===== src/rtl/imem_loader_pkg.sv =====
// Shared types and stream-format constants for the instruction-memory loader.
package imem_loader_pkg;

  typedef enum logic [2:0] {
    StIdle,
    StHdrHi,
    StHdrLo,
    StData,
    StDone,
    StErr
  } state_e;

  localparam int unsigned HdrBytes     = 2;
  localparam int unsigned BytesPerWord = 4;

endpackage


===== src/rtl/word_assembler.sv =====
// Packs a big-endian byte stream into words; flags the transfer that completes a word.
module word_assembler
  import imem_loader_pkg::*;
(
  input  logic                      clk_i,
  input  logic                      rst_i,
  input  logic                      clear_i,
  input  logic                      byte_valid_i,
  input  logic [7:0]                byte_i,
  output logic [8*BytesPerWord-1:0] word_o,
  output logic                      word_done_o
);

  logic [1:0]                      cnt_q;
  logic [8*(BytesPerWord-1)-1:0]   shift_q;

  // The completing byte is taken straight from the input so the word is ready on that edge.
  assign word_o      = {shift_q, byte_i};
  assign word_done_o = byte_valid_i && (cnt_q == 2'(BytesPerWord - 1));

  always_ff @(posedge clk_i or posedge rst_i) begin
    if (rst_i) begin
      cnt_q   <= '0;
      shift_q <= '0;
    end else if (clear_i) begin
      cnt_q   <= '0;
      shift_q <= '0;
    end else if (byte_valid_i) begin
      cnt_q   <= cnt_q + 2'd1;
      shift_q <= {shift_q[8*(BytesPerWord-2)-1:0], byte_i};
    end
  end

endmodule


===== src/rtl/imem_loader.sv =====
// Loads a length-prefixed big-endian program stream into instruction memory,
// holding the core in reset until the whole image has been written.
module imem_loader
  import imem_loader_pkg::*;
#(
  parameter logic [31:0] ADDR_BASE = 32'h0000_0000,
  parameter int unsigned MEM_DEPTH = 256
) (
  input  logic        clk,
  input  logic        rst,
  input  logic        start,
  input  logic [7:0]  in_data,
  input  logic        in_valid,
  output logic        in_ready,
  output logic        wr_en,
  output logic [31:0] wr_addr,
  output logic [31:0] wr_data,
  output logic        cpu_rst,
  output logic        done,
  output logic        err
);

  localparam int unsigned CntW = 8 * HdrBytes;

  state_e            state_q, state_d;
  logic [CntW-1:0]   count_q, count_d;
  logic [CntW-1:0]   word_idx_q, word_idx_d;
  logic [CntW-1:0]   hdr_count;
  logic              xfer;
  logic              asm_clear;
  logic              asm_valid;
  logic              word_done;
  logic [31:0]       word;

  always_comb begin
    in_ready = 1'b0;
    unique case (state_q)
      StHdrHi, StHdrLo, StData: in_ready = 1'b1;
      default:                  in_ready = 1'b0;
    endcase
  end

  assign xfer      = in_valid && in_ready;
  assign asm_valid = xfer && (state_q == StData);
  assign hdr_count = {count_q[CntW-1:8], in_data};

  word_assembler u_word_assembler (
    .clk_i        (clk),
    .rst_i        (rst),
    .clear_i      (asm_clear),
    .byte_valid_i (asm_valid),
    .byte_i       (in_data),
    .word_o       (word),
    .word_done_o  (word_done)
  );

  always_comb begin
    state_d    = state_q;
    count_d    = count_q;
    word_idx_d = word_idx_q;
    asm_clear  = 1'b0;
    unique case (state_q)
      StIdle, StDone, StErr: begin
        if (start) begin
          state_d    = StHdrHi;
          word_idx_d = '0;
          asm_clear  = 1'b1;
        end
      end
      StHdrHi: begin
        if (xfer) begin
          count_d = {in_data, 8'h00};
          state_d = StHdrLo;
        end
      end
      StHdrLo: begin
        if (xfer) begin
          count_d = hdr_count;
          if (hdr_count == '0) begin
            state_d = StDone;
          end else if (32'(hdr_count) > MEM_DEPTH) begin
            state_d = StErr;
          end else begin
            state_d = StData;
          end
        end
      end
      StData: begin
        if (word_done) begin
          word_idx_d = word_idx_q + 1'b1;
          if (word_idx_q == count_q - 1'b1) begin
            state_d = StDone;
          end
        end
      end
      default: state_d = StIdle;
    endcase
  end

  always_ff @(posedge clk or posedge rst) begin
    if (rst) begin
      state_q    <= StIdle;
      count_q    <= '0;
      word_idx_q <= '0;
      wr_en      <= 1'b0;
      wr_addr    <= ADDR_BASE;
      wr_data    <= '0;
    end else begin
      state_q    <= state_d;
      count_q    <= count_d;
      word_idx_q <= word_idx_d;
      wr_en      <= asm_valid && word_done;
      if (asm_valid && word_done) begin
        wr_addr <= ADDR_BASE + (32'(word_idx_q) << 2);
        wr_data <= word;
      end
    end
  end

  assign done = (state_q == StDone);
  assign err  = (state_q == StErr);
  // The core stays in reset through the final write, which lands in the first DONE cycle.
  assign cpu_rst = !((state_q == StDone) && !wr_en);

endmodule


===== config.mk =====
export PLATFORM = sky130hd
export DESIGN_NAME = imem_loader
export DESIGN_NICKNAME = d
export VERILOG_FILES = /design/src/rtl/imem_loader_pkg.sv /design/src/rtl/word_assembler.sv /design/src/rtl/imem_loader.sv
export SDC_FILE = /design/constraint.sdc
export NUM_CORES = 1
export LEC_CHECK = 0
export CORE_MARGIN = 2
export CORE_UTILIZATION = 49
export CTS_BUF_LIST = sky130_fd_sc_hd__clkbuf_4 sky130_fd_sc_hd__clkbuf_8 sky130_fd_sc_hd__clkbuf_16
export DETAILED_ROUTE_END_ITERATION = 10
export PLACE_DENSITY = 0.78
export SETUP_SLACK_MARGIN = 0.15
export SLEW_MARGIN = 15
export SYNTH_ARGS = -nofsm -noshare
export SYNTH_HDL_FRONTEND = slang
export SYNTH_SLANG_ARGS = --single-unit

===== constraint.sdc =====
create_clock -name clk -period 3.6 [get_ports clk]
set_clock_uncertainty 0.05 [all_clocks]
set_input_delay 0.72 -clock clk [delete_from_list [all_inputs] [get_ports clk]]
set_output_delay 0.72 -clock clk [all_outputs]
set_load 0.005 [all_outputs]

# Word-level counts from Yosys, hierarchy flattened
# Cells that the tools add are included.
# word_totals
ramBits	0
mem_bits_ro	0
output_inout_bits	69
word_cells	65
latchBits	0
n_memories	0
input_bits	12
regBits	110
# classes
add_sub_neg	3
magnitude_cmp	1
shift	0
muxes	21
eq_ne	12
n_reduce_logical	18
n_bitwise	1
n_mul	0
div_mod_pow	0
# op_table
operator	n
$pmux 16 s2	2
$mux 16	3
$mux 24	2
$mux 3	7
$add 16x1->16 const B	1
$eq 16x16->1	1
$gt 16x9->1 const B	1
$logic_not 16->1	1
$sub 16x1->16 const B	1
$pmux 3 s4	1
$reduce_and 3->1	3
$mux 8	1
$ne 2x2->1 const B	4
$eq 3x2->1 const B	2
$eq 3x3->1 const B	2
$reduce_bool 2->1	3
$reduce_or 3->1	2
$logic_and 1x1->1	5
$reduce_and 5->1	1
$mux 2	2
$eq 3x1->1 const B	1
$logic_not 3->1	1
$mux 1	3
$add 2x1->2 const B	1
other kinds (4)	5

# Depth between registers and ports, before layout
# logic_depth
ltp_word	8
depth_mapped	8
mapped_depth_nobuf	8

# By module
# Synthesis repeated with hierarchy kept, for this count alone.
# unflattened
hier_cells	465
area_unflattened_um2	5376.4
# modules_own_cells
mod	seq_area_each_um2	area_per_inst_um2	n_inst	cells_per_inst
imem_loader	2102.0	4217.8	1	370
word_assembler	650.6	1158.6	1	95

# Worst setup path after synthesis
# No wires, ideal clock.
# synth_timing
path_kind	reg2reg
startpoint	reg count_q[0]
endpoint	reg state_q[1]
n_path_buf	0
arrival_ns	2.145
setup_time_ns	0.126
synth_period_minus_slack_ns	2.321
t_required_ns	3.424
slack_ns	1.279
path_stages_with_launch	9
cell_sequence	dfrtp_1 inv_1 ha_1 nor3b_2 nand3_1 xnor2_1 nor4_2 a41oi_1 a221o_1
# synth_via
elab_chain_cells	4
# synth_rtl
element	line	rtl
from (decl)	imem_loader.sv:26	logic [CntW-1:0] count_q, count_d;
from (signal assigned)	imem_loader.sv:110	count_q <= count_d;
$sub 16x1->16	imem_loader.sv:91	if (word_idx_q == count_q - 1'b1) begin
$eq 16x16->1	imem_loader.sv:91	
$ne 2x1->1 (no line)	-	
$reduce_and 5->1 (no line)	-	
to (signal assigned)	imem_loader.sv:102	state_q <= StIdle;
to (signal assigned)	imem_loader.sv:109	state_q <= state_d;
to (decl)	imem_loader.sv:25	state_e state_q, state_d;
# Every way passes these cells.
# A chain may end at the register's enable or synchronous reset.

# Worst setup path after layout
# layout_timing
startpoint	reg state_q[1]
endpoint	out cpu_rst
# layout_via
elab_chain_cells	3
# layout_rtl
element	line	rtl
$eq 3x3->1	imem_loader.sv:123	assign cpu_rst = !((state_q == StDone) && !wr_en);
$logic_and 1x1->1	imem_loader.sv:123	
$logic_not 1->1	imem_loader.sv:123	
to (decl)	imem_loader.sv:18	output logic cpu_rst,
# Every way passes these cells.

==> metrics <==
Finish-stage setup viols 0; Port Buf Inserts 64; global-route wire length before repair 19.3 mm; PD cells 594 nW/um2; post-CTS setup buffer count 0; fill count 888; DP HPWL 8.35 mm; worst-path cell chain nand2b_1 > or3_1 > clkdlybuf4s50_1; worst-path fanout max 15; Vias/cell 5.37; Die Ht 107 um; Final Hold Viols 0; max_slew headroom 31.7%; post-route setup slack 807 ps; filler-free cell count of the finished design 763; unrepaired setup endpoints after global routing false; leakage 0.00289 uW; vias in the first global route 3835; gp weighted congestion 0.893; Synth area leader dfrtp_1; fin crit share 77.6%; grt ovf 0; drt wl/cell 15.0 um; outcome finished clean; largest net degree at the start of global routing 51; async set-reset flop share out of synthesis 100%; Startpoint Class register; Worst path top cell family by delay simple AND/OR/NAND/NOR gates; io pins 81; Root Buffer clkbuf_8; CP required 2830 ps; Die X 107 um; DR iter-0 viols 221; wirelength, routed 11.4 mm; synthesized cell area 5170 um2; diode count 0; CTS Buffer Depth 2; Seq cells post-synth 110; crit path capture type output pin; die area 11400 um2; Buf+Inv Stages, Crit Path 1; area grow syn2layout 17.4%; Yosys top cell area share 53.2%; DRC 0; prevailing post-synth register cell dfrtp_1; htree depth 3; Cells after Synth 569; Inserted Clock Buffers 9; worst reg-to-reg setup slack 870 ps; Peak VDD IR 0.331 mV; Setup TNS 0 ps; Post-CTS Resized 0; DRT antenna net count 0; Initial DRT Pass Iterations 5; Pwr Total 3610 uW; GRT Util Overall 21.4%; post-synth cell types 46; row cnt 37; crit path DAT 2020 ps; worst skew pair latency 380 ps; share of layout cells above drive strength 1 5.90%; CP max stage delay 550 ps; number of synthesized flops with an enable pin 0; max_cap viols 0; crit path kind reg2out; post-placement cell count 747; Mean Syn Cell Area 9.09 um2; Initial Util 50.3%; worst-margin pin slew 1020 ps; hold_buf cts 0; total number of vias 4094; Synth Warn # 0; TritonCTS Sinks 110; pre-CTS setup slack 676 ps; slowest CP cell dfrtp_1; register area share after synthesis 53.2%; initial antenna violation count 0; synth top area cells dfrtp_1 53%, nand2_1 15%, xnor2_1 2.9%; Worst-path clk slew 110 ps; post-route minimum period 2790 ps; Fmax 0.358 GHz; CTS tree yes; HP Class reg2reg; Final Slew Violations 0; # nets final 637; core area 10300 um2
synthesized netlist by cell type, types with 2 or more instances:
library cell,count
nand2_1,204
nand3b_1,2
a41oi_1,2
or3_1,6
nand2b_1,6
xor2_1,17
ha_1,3
a21oi_1,17
nand3_1,12
a2111oi_1,2
a22o_1,15
xnor2_1,17
nor3_1,8
o21ai_0,12
nand4_1,12
a211oi_1,2
o31ai_1,4
buf_4,16
nor4_2,2
inv_1,12
nor2_1,25
dfrtp_1,110
and3_1,5
buf_1,5
or4_4,2
nor4_1,7
clkbuf_1,25
final cells by class:
cell class              instances  area (um2)  area share [%]
multi-input cells             415        2190            36.1
clock inverters                 6        62.6            1.03
inverters                      12        48.8           0.803
clock buffers                  10         131            2.16
well taps                     136         170            2.80
repair buffers                 74         716            11.8
flip-flops and latches        110        2750            45.3
placed cells by master (no fill, tap or decap), types with 3 or more instances in the layout:
cell / n
nand3_1: 12
conb_1: 16
xor2_1: 17
clkbuf_8: 9
o21ai_0: 12
a21oi_1: 17
nand4_1: 12
inv_1: 11
and3_1: 5
nand2_1: 204
buf_4: 10
a22o_1: 15
xnor2_1: 17
nor2_1: 25
dfrtp_1: 110
ha_1: 3
nand2b_1: 6
o31ai_1: 4
or3_1: 6
clkdlybuf4s50_1: 64
nor3_1: 8
nor4_1: 7
worst reg2reg max path, stage by stage (launching register included):
cell     delay (ps)
dfrtp_1         450
inv_1           120
ha_1            190
nor3b_2         540
nand3_1         170
xnor2_1         200
nor4_2          340
a41oi_1         190
a221o_1         370
path summary, 6_finish.rpt:
path,start,endpoint,cells past startpoint
worst max-delay path,state_q[1],cpu_rst,3
worst min-delay path,u_word_assembler.shift_q[19],wr_data[27],2
worst max register to register,count_q[0],state_q[1],8
worst min register to register,u_word_assembler.shift_q[19],wr_data[27],2
max in group asynchronous,rst,count_q[5],3
min in group asynchronous,rst,wr_data[28],2
logic make-up (layout without fill, tap and decap cells):
logic type                 after synthesis  count (layout)  share of synthesized area, %
adders and majority gates                4               4                         0.919
and+or+nand+nor                        296             296                          25.2
AOI/OAI and AO/OA                       64              64                          9.14
muxes                                    1               1                         0.194
other                                    1              16                        0.0725
xor gates and xnor gates                34              34                          5.76
DFF                                    110             110                          53.2
buffers and inverters                   59             102                          5.47
power breakdown:
group          internal [uW]  switching [uW]  leakage, uW  total (uW)
clock                    278             448    0.0000996         726
sequential              1410             284      0.00151        1690
combinational            529             658      0.00128        1190
total                   2220            1390      0.00289        3610
flip-flops by register name (all words and copies together) (netlist names):
signal / count
u_word_assembler.shift_q: 24
wr_en: 1
wr_addr: 16
wr_data: 32
count_q: 16
word_idx_q: 16
state_q: 3
u_word_assembler.cnt_q: 2
through the flow:
stage | hold slack, ps | utilization (%) | area [um2]
2_1_floorplan | 389 | - | 5230
6_report | 434 | 59.1 | 6070
4_1_cts | 436 | 59.1 | 6070
3_3_place_gp | 408 | 57.2 | 5880
5_1_grt | 455 | 59.1 | 6070
3_5_place_dp | 406 | 57.2 | 5880
routing by layer:
metal	wire length, um	vias up	global-route usage (%)	part of all wire [%]
met1	5280	1989	31.3	46
li1	-	1958	-	-
met3	694	12	3.65	6.1
met4	134	0	6.40	1.2
met2	5320	135	32.7	47
met5	0	-	0	0
(Power assumes the default switching activity.)
